File: src/rtl/if_prefetch_unit.sv
// Decoupled instruction fetch: issues imem requests under a queue credit and buffers responses with their PCs.
// Latency: RVALID in cycle N shows as IF_VALID in N+1; ID backpressure stops issue once queue plus in-flight reach DEPTH.

module if_prefetch_fifo #(
  parameter int W     = 64,
  parameter int DEPTH = 4,
  parameter int CW    = $clog2(DEPTH + 1)
) (
  input  logic          i_clk,
  input  logic          i_rst_n,
  input  logic          i_clr,
  input  logic          i_push,
  input  logic [W-1:0]  i_push_dat,
  input  logic          i_pop,
  output logic          o_empty,
  output logic          o_full,
  output logic [CW-1:0] o_count,
  output logic [W-1:0]  o_head_dat
);
  localparam int AW = $clog2(DEPTH);

  logic [W-1:0]  r_mem [DEPTH];
  logic [AW-1:0] r_wr_ptr;
  logic [AW-1:0] r_rd_ptr;
  logic [CW-1:0] r_count;

  assign o_empty    = (r_count == '0);
  assign o_full     = (r_count == CW'(DEPTH));
  assign o_count    = r_count;
  assign o_head_dat = r_mem[r_rd_ptr];

  always_ff @(posedge i_clk or negedge i_rst_n) begin
    if (!i_rst_n) begin
      r_wr_ptr <= '0;
      r_rd_ptr <= '0;
      r_count  <= '0;
    end else if (i_clr) begin
      r_wr_ptr <= '0;
      r_rd_ptr <= '0;
      r_count  <= '0;
    end else begin
      if (i_push) r_wr_ptr <= r_wr_ptr + AW'(1);
      if (i_pop)  r_rd_ptr <= r_rd_ptr + AW'(1);
      case ({i_push, i_pop})
        2'b10:   r_count <= r_count + CW'(1);
        2'b01:   r_count <= r_count - CW'(1);
        default: r_count <= r_count;
      endcase
    end
  end

  always_ff @(posedge i_clk) begin
    if (i_push && !i_clr) r_mem[r_wr_ptr] <= i_push_dat;
  end

  // The issue credit should make these impossible; they flag a broken credit loop.
  always_ff @(posedge i_clk) begin
    if (i_rst_n && !i_clr) begin
      assert (!(i_push && o_full && !i_pop));
      assert (!(i_pop && o_empty));
    end
  end
endmodule

module if_prefetch_unit #(
  parameter int              XLEN     = 32,
  parameter logic [XLEN-1:0] RESET_PC = '0,
  parameter int              DEPTH    = 4
) (
  input  logic            CLK,
  input  logic            RST,
  input  logic            REDIRECT_VALID,
  input  logic [XLEN-1:0] REDIRECT_PC,
  output logic            IMEM_REQ,
  output logic [XLEN-1:0] IMEM_ADDR,
  input  logic            IMEM_GNT,
  input  logic            IMEM_RVALID,
  input  logic [XLEN-1:0] IMEM_RDATA,
  input  logic            ID_READY,
  output logic            IF_VALID,
  output logic [XLEN-1:0] IF_PC,
  output logic [XLEN-1:0] IF_PC_PLUS4,
  output logic [XLEN-1:0] IF_INSTRUCTION
);
  localparam int CW = $clog2(DEPTH + 1);

  typedef enum logic {S_BOOT, S_RUN} state_t;

  state_t          r_state;
  state_t          w_state_nxt;
  logic [XLEN-1:0] r_fetch_pc;
  logic [XLEN-1:0] r_resp_pc;
  logic [CW-1:0]   r_outstanding;
  logic [CW-1:0]   r_discard;

  logic            w_req;
  logic            w_credit;
  logic            w_issue;
  logic            w_drop;
  logic            w_push;
  logic            w_pop;
  logic            w_if_valid;
  logic [CW-1:0]   w_out_nxt;
  logic [XLEN-1:0] w_redir_pc;
  logic            w_q_empty;
  logic            w_q_full;
  logic [CW-1:0]   w_q_count;
  logic [2*XLEN-1:0] w_head;

  assign w_redir_pc = REDIRECT_PC & ~XLEN'(3);
  assign w_credit   = ({1'b0, w_q_count} + {1'b0, r_outstanding}) < (CW+1)'(DEPTH);

  always_ff @(posedge CLK or negedge RST) begin
    if (!RST) r_state <= S_BOOT;
    else      r_state <= w_state_nxt;
  end

  always_comb begin
    w_state_nxt = r_state;
    w_req       = 1'b0;
    case (r_state)
      S_BOOT:  w_state_nxt = S_RUN;
      S_RUN:   w_req = !REDIRECT_VALID && w_credit;
      default: w_state_nxt = S_BOOT;
    endcase
  end

  assign IMEM_REQ  = w_req;
  assign IMEM_ADDR = r_fetch_pc;
  assign w_issue   = w_req & IMEM_GNT;

  // Anything returning during a redirect, or while old-stream debt remains, is stale.
  assign w_drop     = IMEM_RVALID & (REDIRECT_VALID | (r_discard != '0));
  assign w_push     = IMEM_RVALID & ~w_drop;
  assign w_if_valid = ~w_q_empty & ~REDIRECT_VALID;
  assign w_pop      = w_if_valid & ID_READY;

  always_comb begin
    w_out_nxt = r_outstanding;
    case ({w_issue, IMEM_RVALID})
      2'b10:   w_out_nxt = r_outstanding + CW'(1);
      2'b01:   w_out_nxt = r_outstanding - CW'(1);
      default: w_out_nxt = r_outstanding;
    endcase
  end

  always_ff @(posedge CLK or negedge RST) begin
    if (!RST) begin
      r_fetch_pc    <= RESET_PC;
      r_resp_pc     <= RESET_PC;
      r_outstanding <= '0;
      r_discard     <= '0;
    end else begin
      r_outstanding <= w_out_nxt;
      if (REDIRECT_VALID) begin
        r_fetch_pc <= w_redir_pc;
        r_resp_pc  <= w_redir_pc;
        r_discard  <= w_out_nxt;
      end else begin
        if (w_issue) r_fetch_pc <= r_fetch_pc + XLEN'(4);
        if (w_push)  r_resp_pc  <= r_resp_pc + XLEN'(4);
        if (IMEM_RVALID && (r_discard != '0)) r_discard <= r_discard - CW'(1);
      end
    end
  end

  always_ff @(posedge CLK) begin
    if (RST) assert (r_discard <= r_outstanding);
  end

  if_prefetch_fifo #(
    .W     (2 * XLEN),
    .DEPTH (DEPTH),
    .CW    (CW)
  ) u_queue (
    .i_clk      (CLK),
    .i_rst_n    (RST),
    .i_clr      (REDIRECT_VALID),
    .i_push     (w_push),
    .i_push_dat ({r_resp_pc, IMEM_RDATA}),
    .i_pop      (w_pop),
    .o_empty    (w_q_empty),
    .o_full     (w_q_full),
    .o_count    (w_q_count),
    .o_head_dat (w_head)
  );

  assign IF_VALID       = w_if_valid;
  assign IF_PC          = w_head[2*XLEN-1:XLEN];
  assign IF_INSTRUCTION = w_head[XLEN-1:0];
  assign IF_PC_PLUS4    = IF_PC + XLEN'(4);

  // Full status is implied by the credit; kept only for the overflow assertion.
  logic w_unused;
  assign w_unused = w_q_full;
endmodule

File: config.mk
export PLATFORM = sky130hd
export DESIGN_NAME = if_prefetch_unit
export DESIGN_NICKNAME = d
export VERILOG_FILES = /design/src/rtl/if_prefetch_unit.sv
export SDC_FILE = /design/constraint.sdc
export NUM_CORES = 1
export LEC_CHECK = 0
export BUFFER_PORTS_ARGS = -buffer_cell sky130_fd_sc_hd__buf_4
export CORE_MARGIN = 1
export CORE_UTILIZATION = 45
export DETAILED_ROUTE_END_ITERATION = 10
export GPL_TIMING_DRIVEN = 0
export PLACE_DENSITY = 0.65
export SYNTH_ARGS = -nofsm -noshare
export SYNTH_HDL_FRONTEND = slang
export SYNTH_SLANG_ARGS = --single-unit
File: constraint.sdc
create_clock -name CLK -period 9.7 [get_ports CLK]
set_input_delay 1.455 -clock CLK [delete_from_list [all_inputs] [get_ports CLK]]
set_output_delay 1.455 -clock CLK [all_outputs]
set_load 0.01 [all_outputs]
Word-level counts from Yosys, hierarchy flattened. Memories as Yosys holds them, arrays and structs flattened. Index checks and enable logic that the tools add are counted.

Eq/ne operators: 4. Add/subtract/negate cells: 11. Muxes and demuxes: 16. Bitwise operators: 9. Reductions and logical operators: 11. Order comparisons: 1.

Operators by type and width (count): 32-bit two-way mux (4); 32-bit by 3-bit adder with 32-bit output, second input constant (3); 3-bit case mux with 2 select lines (2); 3-bit two-way mux (3); 3-bit by 1-bit subtractor with 3-bit output, second input constant (3); 2-bit two-way mux (4); 2-bit nonzero test (4); 3-bit by 1-bit adder with 3-bit output, second input constant (2); 3-bit nonzero test (2); 1-bit AND (5); 2-bit by 1-bit adder with 2-bit output, second input constant (2); 3-bit by 3-bit adder with 4-bit output (1); 2-bit by 1-bit equality test with 1-bit output, second input constant (2); 2-bit equality test, second input constant (2); 4-bit by 3-bit less-than comparator with 1-bit output, second input constant (1); 1-bit logical AND (3); 3-bit logical NOT (1); 1-bit two-way mux (3); 1-bit inverter (3); 1-bit logical NOT (1); 1-bit OR (1).

Memories: 1. Output and inout port bits: 130. Word-level logic and storage cells: 61. Register bits after elaboration: 78. Bits in writable memories: 256.

Memory list: u_queue.r_mem (depth 4, bits a word 64, read ports 1, clocked after memory_dff 0, wr ports 1, RTL line 22) `logic [W-1:0] r_mem [DEPTH];`.

Longest topological paths before layout. Gate-level depths: netlist (run 1).

Depth after elaboration: 8. Gate-level depth with buffers: 13.

Hierarchy. Synthesis (run 1) repeated with hierarchy kept, for this count alone.

Cells, all modules: 877. Area total of the unflattened synthesis: 14117.3 µm².

By module, submodules not included: if_prefetch_fifo (cells each 377, seq. area each 7862.5 µm², times used 1, area each 9669.3 µm²); if_prefetch_unit (cells each 500, seq. area each 1676.6 µm², times used 1, area each 4448.0 µm²).

Worst setup path before layout (run 1). Ideal clock, no wire load.

Kind: input -> register. Start: in IMEM_RVALID. End: mem u_queue.r_mem[0][0], enable pin. Stages on the path: 4. Slack: 5.610 ns. Library setup time: 0.427 ns. Arrival time: 3.663 ns. Data required time: 9.273 ns. Cells stage by stage: and3b_1 > clkbuf_1 > clkbuf_1 > and3_1.

Cells in the longest elaborated chain, start to end: 6.

RTL lines: start: declaration (RTL line 77) `input logic IMEM_RVALID,`; 1-bit AND (RTL line 133) `assign w_drop = IMEM_RVALID & (REDIRECT_VALID | (r_discard != '0));`; 1-bit inverter (RTL line 134) `assign w_push = IMEM_RVALID & ~w_drop;`; 1-bit AND * (RTL line 134); 1-bit logical AND * (RTL line 53) `if (i_push && !i_clr) r_mem[r_wr_ptr] <= i_push_dat;`; 1-bit two-way mux * (RTL line 53); 1-bit two-way mux (not written as such) * (RTL line 53); end: declaration (RTL line 22).

Mark *: on every way between the ends. The rest lies on a longest branch, timed or not.

Worst setup path after layout (run 1).
Start: in REDIRECT_VALID. End: out IF_VALID.

Cells in the longest elaborated chain, start to end: 2.

RTL lines: start: declaration (RTL line 72) `input logic REDIRECT_VALID,`; 1-bit inverter (RTL line 135) `assign w_if_valid = ~w_q_empty & ~REDIRECT_VALID;`; 1-bit AND (RTL line 135); end: declaration (RTL line 80) `output logic IF_VALID,`.

Every way passes these cells.

==> results.txt, run 1 <==
----------------------------------------------------
[Clocking]
  # hold bufs at CTS ... 0
  # Post-CTS Setup Buffers ... 0
  Maximum number of buffers from clock root to sink ... 3
  Total of cells resized after clock tree synthesis ... 0
  Clock tree from TritonCTS ... done
  Clock-pin slew on the worst setup and hold paths ... 50 ps
  Number of sinks on the clock net ... roughly 320
  Total number of H-tree levels ... 2
  CTS Buf Count ... 36
  Clock Tree Root ... sky130_fd_sc_hd__clkbuf_16
  Clk_lat worst skew ... roughly 510 ps

[Critical path]
  Kind of launch point of the worst setup path ... input port
  Crit path to ... IF_VALID
  Startpoint of the worst register-to-register path ... u_queue.o_count[1]
  Critical-path maximum fanout ... 10
  Terminus of the critical flop-to-flop path ... r_discard[2]
  Flop2flop setup slack ... around 6500 ps
  Depth of the worst register-to-register path ... 13
  Arrival time worst endpoint ... approximately 3300 ps
  Worst setup EP type ... primary output
  CP Data Required Time ... slightly above 8000 ps
  Critical path startpoint ... REDIRECT_VALID
  Crit path kind ... in2out

[Finish]
  Net count, final ... 1219
  Total of fill cells in the finished design ... roughly 2500
  Antenna diode instance count ... 0
  Area of all placed cells without fillers ... around 0.017 mm2
  Proportion of layout cells with a drive suffix above 1 ... between 30% and 40%
  Multi-input logic area ... around 0.0044 mm2
  Area growth from synthesis to layout ... 22.9%
  Register Area ... 0.00930 mm2

[Drt]
  Mean routed wirelength per cell ... ~20 um
  Number of nets with antenna violations after routing ... 0
  Number of vias in the routed layout ... around 8600
  Number of vias per cell after detailed routing ... 5.55
  DRT iter0 DRCs ... between 500 and 600
  Post-detailed-route DRC marker count ... 0
  Pre-Repair DR Iteration Count ... 4
  Overall routed net length ... 31.2 mm

[Die]
  Die outline area ... roughly 0.032 mm2
  Die Span X ... ~180 um
  Row count ... 64
  Top-level I/O count ... 200
  Initial cell density of the core ... 45.7%
  Die Height ... around 180 um
  Area of the core ... just over 0.03 mm2

[Global route]
  First-pass GRT wire length ... ~48 mm
  Total GRT Usage ... roughly a fifth
  GRT met3 Usage ... under 10%
  Layer carrying the most global-route usage ... met2
  Met1 routing resource usage after global routing ... between 20% and 30%
  Via count of the first global-routing pass ... 8483
  Number of antenna violations at the first check in global routing ... 0
  Gr ovfl total ... 0
  Largest net degree at the start of global routing ... 75
  Grt met2 use ... a little under a third

[Min path]
  Hold Startpoint ... r_outstanding[2]
  Min-Delay Path Class ... reg2reg

[Yosys]
  Sequential fraction of the synthesis area ... ~66%
  Yosys reg bits ... about 320
  Post-synth design cell area ... 0.0140 mm2
  Ys async rst share ... between 20% and 30%
  Count of cell types in the netlist ... between 50 and 60
  Post-synth EDFFs ... between 200 and 250
  Avg Inst Size Synth ... about 16 um2
  Gate Count Post-Synth ... between 800 and 900
  Count of synthesis-stage warnings from yosys ... 0
  Most used flip-flop cell after synthesis ... sky130_fd_sc_hd__edfxtp_1

[Power and ir drop]
  Power per standard cell area ... 214 mW/mm2
  Leak Pwr ... slightly above 6 nW
  Highest ir drop seen on vdd ... ~120 uV

[Timing]
  Final count of pins violating max slew ... 0
  Fmax ... roughly 210 MHz
  RSZ-0062 raised after global routing ... no
  Transition time at the pin with the least slew margin ... around 990 ps
  Final critical-path required period ... between 4000 and 5000 ps
  Rel. slew slack ... about a third
  Hold violation total from the final report ... 0
  Setup_tns ... 0 ps
  Count of endpoints failing setup in the final report ... 0
  Part of the cycle the worst path needs ... just under 50%
  Final worst clock skew ... between 30 and 40 ps

[Run]
  Number of violations of the max-capacitance limit ... 0

[Placed design]
  Placed Area ... about 0.016 mm2
  Number of buffers inserted by port buffering ... 191
  Routability cong. ... 0.907
  HPWL reported at the end of detailed placement ... between 20 and 25 mm

[Run status]
  Result of the run ... finished clean

----------------------------------------------------
-- cell usage after synthesis (16+ instances only) --
library cell	count	area share (%)
sky130_fd_sc_hd__edfxtp_1	248	53
sky130_fd_sc_hd__dfrtp_1	74	13
sky130_fd_sc_hd__nand2_1	72	1.9
sky130_fd_sc_hd__o211ai_1	16	0.86
sky130_fd_sc_hd__nand3_1	38	1.4
sky130_fd_sc_hd__nand4_1	23	1.0
sky130_fd_sc_hd__nor2_1	23	0.62
sky130_fd_sc_hd__o21ai_0	39	1.4
sky130_fd_sc_hd__and3_1	21	0.94
sky130_fd_sc_hd__xnor2_1	32	2.0
sky130_fd_sc_hd__inv_1	26	0.70
sky130_fd_sc_hd__clkbuf_1	22	0.59
sky130_fd_sc_hd__xor2_1	32	2.0
sky130_fd_sc_hd__mux4_2	56	9.0
-- worst min path at each step --
stage	endpoint	cells past startpoint
finish	r_outstanding[2]	1
global route	r_outstanding[2]	1
CTS	r_outstanding[2]	1
detailed placement	r_outstanding[2]	1
global placement	r_outstanding[2]	1
floorplan	r_outstanding[2]	1
-- layout make-up --
class | count | share of cell area (%)
clock inverters | 18 | 1.10
inverters | 26 | 0.568
clock buffers | 46 | 5.46
plain buffers | 47 | 1.58
flip-flops and latches | 322 | 54.1
well taps | 396 | 2.88
multi-input cells | 507 | 25.4
repair buffers | 195 | 8.94
-- critical path, stage by stage --
cell and delay (ps):
sky130_fd_sc_hd__buf_4 80, sky130_fd_sc_hd__clkbuf_1 440, sky130_fd_sc_hd__clkbuf_1 560, sky130_fd_sc_hd__buf_1 500
sky130_fd_sc_hd__nor2_1 100, sky130_fd_sc_hd__buf_4 170
-- per-stage QoR --
step / hold slack [ps] / power [mW] / setup slack (ps) / std cells / utilization, %
2_1_floorplan: 464 / 2.09 / 5610 / 902 / -
3_3_place_gp: 486 / 2.40 / 3970 / 1489 / 52.1
3_5_place_dp: 491 / 2.41 / 4940 / 1493 / 52.5
4_1_cts: 505 / 3.71 / 4870 / 1557 / 56.2
5_1_grt: 525 / 3.83 / 4780 / 1557 / 56.2
6_report: 508 / 3.67 / 4940 / 1557 / 56.2
-- cells in the final DEF (no fill, tap or decap), drive strengths merged, types with 5 or more instances in the layout --
| cell | count |
|---|---|
| o211ai | 16 |
| a21oi | 13 |
| and4 | 5 |
| and2 | 7 |
| o311ai | 10 |
| o21ai | 39 |
| nand3 | 38 |
| nand4 | 26 |
| xnor2 | 32 |
| nand2 | 72 |
| clkbuf | 68 |
| dfrtp | 74 |
| edfxtp | 248 |
| clkinv | 10 |
| a31oi | 8 |
| or3 | 11 |
| nor4 | 21 |
| mux4 | 62 |
| and3 | 21 |
| nor3 | 12 |
| xor2 | 32 |
| buf | 220 |
| nor2 | 23 |
| mux2 | 8 |
| inv | 28 |
| or2 | 5 |
| or4 | 5 |
| conb | 7 |
| ha | 12 |
-- kinds of logic after synthesis --
family                     Yosys count  synth area share, %
AOI/OAI and AO/OA                   94                 4.19
adders and majority gates           14                 1.36
and+or+nand+nor                    256                 10.4
muxes                               72                 10.9
xor gates and xnor gates            64                 4.01
buffers and inverters               73                 2.64
other                                2               0.0537
DFF                                322                 66.5
-- power by group --
group	switching [mW]	internal [mW]	total (mW)
sequential	0.0772	1.58	1.65
combinational	0.371	0.353	0.724
clock	0.527	0.770	1.30
total	0.975	2.70	3.67
-- state kept, by name, indices dropped and copies added (netlist names) --
name              flops
r_discard             3
r_resp_pc            30
r_state               1
IMEM_ADDR            30
u_queue.r_wr_ptr      2
u_queue.o_count       3
u_queue.r_mem       248
r_outstanding         3
u_queue.r_rd_ptr      2
-- layer usage --
metal | routed length [um] | vias up
li1 | - | 3964
met4 | 646 | 0
met2 | 14400 | 351
met1 | 14100 | 4284
met5 | 0 | -
met3 | 2000 | 44
Note: power is estimated with default switching activity, not from simulation.
==> inputs of run 2 (changes only) <==
--- a/config.mk
+++ b/config.mk
@@ -10,7 +10,7 @@
 export CORE_UTILIZATION = 45
 export DETAILED_ROUTE_END_ITERATION = 10
 export GPL_TIMING_DRIVEN = 0
-export PLACE_DENSITY = 0.65
+export PLACE_DENSITY = 0.68
 export SYNTH_ARGS = -nofsm -noshare
 export SYNTH_HDL_FRONTEND = slang
 export SYNTH_SLANG_ARGS = --single-unit
==> constraint.sdc (replaced) <==
create_clock -name CLK -period 4.2 [get_ports CLK]
set_input_delay 0.63 -clock CLK [delete_from_list [all_inputs] [get_ports CLK]]
set_output_delay 0.63 -clock CLK [all_outputs]
set_load 0.01 [all_outputs]
==> run 2 against run 1 <==
  * Via count grew 0.19%
  * Wire length grew 0.89%
  * Hold slack lost 250 ps
  * Register-to-register slack lost 5500 ps
  * Largest cell class unchanged
  * Highest routed layer unchanged
==> results.txt, run 2 (same netlist as run 1, synthesis figures left out) <==
----------------------------------------------------
[Drt]
  Mean routed wirelength per cell ... 20.2 um (+1.0%)
  Number of vias per cell after detailed routing ... 5.57 (+0.31%)
  Post-detailed-route DRC marker count ... 0 (unchanged)
  Pre-Repair DR Iteration Count ... 7 (+3)
  DRT iter0 DRCs ... 627 (+11%)
  Number of vias in the routed layout ... 8659 (+0.19%)
  Number of nets with antenna violations after routing ... 0 (unchanged)
  Overall routed net length ... 31.5 mm (+0.89%)

[Power and ir drop]
  Power per standard cell area ... 492 mW/mm2 (+130%)
  Leak Pwr ... 6.18 nW (+0.12%)
  Overall power ... 8.46 mW (+130%)
  Highest ir drop seen on vdd ... 288 uV (+130%)

[Finish]
  Area of all placed cells without fillers ... 0.0172 mm2 (about the same)
  Net count, final ... 1217 (-0.16%)
  Total of fill cells in the finished design ... 2463 (-0.081%)
  Proportion of layout cells with a drive suffix above 1 ... 31.0% (+0.31 points)
  Biggest register ... u_queue.r_mem
  Antenna diode instance count ... 0 (unchanged)
  Most frequent standard cell in the layout excluding fill and tap cells ... sky130_fd_sc_hd__edfxtp_1
  Multi-input logic area ... 0.00436 mm2 (unchanged)
  Commonest cells after routing, fill and taps aside ... sky130_fd_sc_hd__edfxtp_1 (248), sky130_fd_sc_hd__buf_4 (198), sky130_fd_sc_hd__dfrtp_1 (74)
  Area growth from synthesis to layout ... 22.8% (about the same)
  Number of flip-flops in the largest register ... 248 (unchanged)
  Register Area ... 0.00930 mm2 (unchanged)

[Critical path]
  Flop2flop setup slack ... 920 ps (-5530 ps)
  Arrival time worst endpoint ... 3300 ps (about the same)
  Worst setup EP type ... primary output
  Startpoint of the worst register-to-register path ... u_queue.o_count[1]
  Kind of launch point of the worst setup path ... flip-flop
  Depth of the worst register-to-register path ... 13 (unchanged)
  Terminus of the critical flop-to-flop path ... r_discard[2]
  Critical-path maximum fanout ... 10 (unchanged)
  Crit path kind ... reg2out
  CP Data Required Time ... 3570 ps (-4680 ps)

[Clocking]
  Clk_lat worst skew ... 520 ps (about the same)
  Clock Tree Root ... sky130_fd_sc_hd__clkbuf_16
  # hold bufs at CTS ... 0 (unchanged)
  Clock-pin slew on the worst setup and hold paths ... 60 ps (about the same)
  Total of cells resized after clock tree synthesis ... 0 (unchanged)
  Total number of H-tree levels ... 2 (unchanged)
  Clock tree from TritonCTS ... done
  CTS Buf Count ... 34 (-5.6%)
  Number of sinks on the clock net ... 322 (unchanged)
  # Post-CTS Setup Buffers ... 0 (unchanged)
  Maximum number of buffers from clock root to sink ... 3 (unchanged)

[Die]
  Initial cell density of the core ... 45.7% (unchanged)
  Die Span X ... 178 um (unchanged)
  Die Height ... 178 um (unchanged)
  Top-level I/O count ... 200 (unchanged)
  Area of the core ... 0.0306 mm2 (unchanged)
  Die outline area ... 0.0318 mm2 (unchanged)
  Row count ... 64 (unchanged)

[Timing]
  Rel. slew slack ... 31.8% (-1.7 points)
  Hold violation total from the final report ... 0 (unchanged)
  Final worst clock skew ... 20.6 ps (-13.3 ps)
  Final critical-path required period ... between 3000 and 4000 ps
  Part of the cycle the worst path needs ... a little over nine tenths
  Final-layout worst hold slack ... 261 ps (-247 ps)
  RSZ-0062 raised after global routing ... no
  Transition time at the pin with the least slew margin ... 1010 ps (+25.6 ps)
  Final count of pins violating max slew ... 0 (unchanged)
  Fmax ... about 250 MHz
  Count of endpoints failing setup in the final report ... 0 (unchanged)

[Placed design]
  Routability cong. ... 0.894 (-1.4%)
  Number of buffers inserted by port buffering ... 191 (unchanged)
  Placed Area ... 0.0161 mm2 (unchanged)
  HPWL reported at the end of detailed placement ... 21.2 mm (about the same)

[Global route]
  Via count of the first global-routing pass ... 8480 (-0.035%)
  Total GRT Usage ... 19.9% (-0.19 points)
  Number of antenna violations at the first check in global routing ... 0 (unchanged)
  First-pass GRT wire length ... 47.8 mm (-0.97%)
  Largest net degree at the start of global routing ... 75 (unchanged)
  Gr ovfl total ... 0 (unchanged)

[Run]
  Number of violations of the max-capacitance limit ... 0 (unchanged)

[Run status]
  Result of the run ... finished clean

[Min path]
  Min-Delay Path Class ... in2async

----------------------------------------------------
[run 2: cell types whose count changed in the layout (fill, tap and decap cells not counted), sizes merged]
cell      delta
bufinv       -1
clkinv       +2
clkinvlp     -1
inv          -2
[run 2: area by class of cell]
cell class	instances	share of cell area [%]
Buffer	47	1.58
Clock buffer	46	5.62
Clock inverter	16	0.917
Inverter	26	0.568
Multi-Input combinational cell	507	25.4
Sequential cell	322	54.1
Tap cell	396	2.88
Timing Repair Buffer	195	8.94
[run 2: worst max-delay path by stage]
stage          slack, ps                start                    to
2_1_floorplan        930         r_discard[0]   u_queue.r_mem[0][0]
3_3_place_gp        -730          IMEM_RVALID  u_queue.r_mem[3][17]
3_5_place_dp         680  u_queue.r_rd_ptr[0]       IF_PC_PLUS4[30]
4_1_cts              140  u_queue.r_rd_ptr[0]       IF_PC_PLUS4[30]
5_1_grt               70  u_queue.r_rd_ptr[1]       IF_PC_PLUS4[30]
6_report             270  u_queue.r_rd_ptr[0]       IF_PC_PLUS4[30]
[run 2: per-stage QoR]
stage | setup TNS [ps] | std cells | setup WS, ps | util, %
after floorplan | 0 | 902 | 935 | -
after detailed placement | 0 | 1493 | 685 | 52.5
final | 0 | 1555 | 265 | 56.2
after CTS | 0 | 1555 | 139 | 56.2
after global placement | -177500 | 1489 | -726 | 52.1
after global routing | 0 | 1555 | 73.0 | 56.2
[run 2: routing by layer]
layer | share of wire, % | global-route usage, % | wire length (um)
met4 | 1.7 | 5.16 | 524
met3 | 6.1 | 2.71 | 1920
met1 | 45 | 28.3 | 14000
met5 | 0 | 0 | 0
met2 | 48 | 32.4 | 15000
[run 2: where the power goes]
| group | total [mW] | internal (mW) | switching (mW) | leakage [nW] |
|---|---|---|---|---|
| clock | 2.96 | 1.75 | 1.21 | 0.549 |
| sequential | 3.82 | 3.64 | 0.179 | 3.14 |
| combinational | 1.67 | 0.816 | 0.859 | 2.49 |
[run 2: critical path: stages (launching register included)]
cell	delay (ps)
sky130_fd_sc_hd__dfrtp_1	420
sky130_fd_sc_hd__buf_6	210
sky130_fd_sc_hd__buf_12	170
sky130_fd_sc_hd__buf_8	170
sky130_fd_sc_hd__mux4_2	570
sky130_fd_sc_hd__ha_1	290
sky130_fd_sc_hd__nand2_1	160
sky130_fd_sc_hd__buf_2	320
sky130_fd_sc_hd__nor4_2	90
sky130_fd_sc_hd__xor2_1	220
sky130_fd_sc_hd__buf_4	160
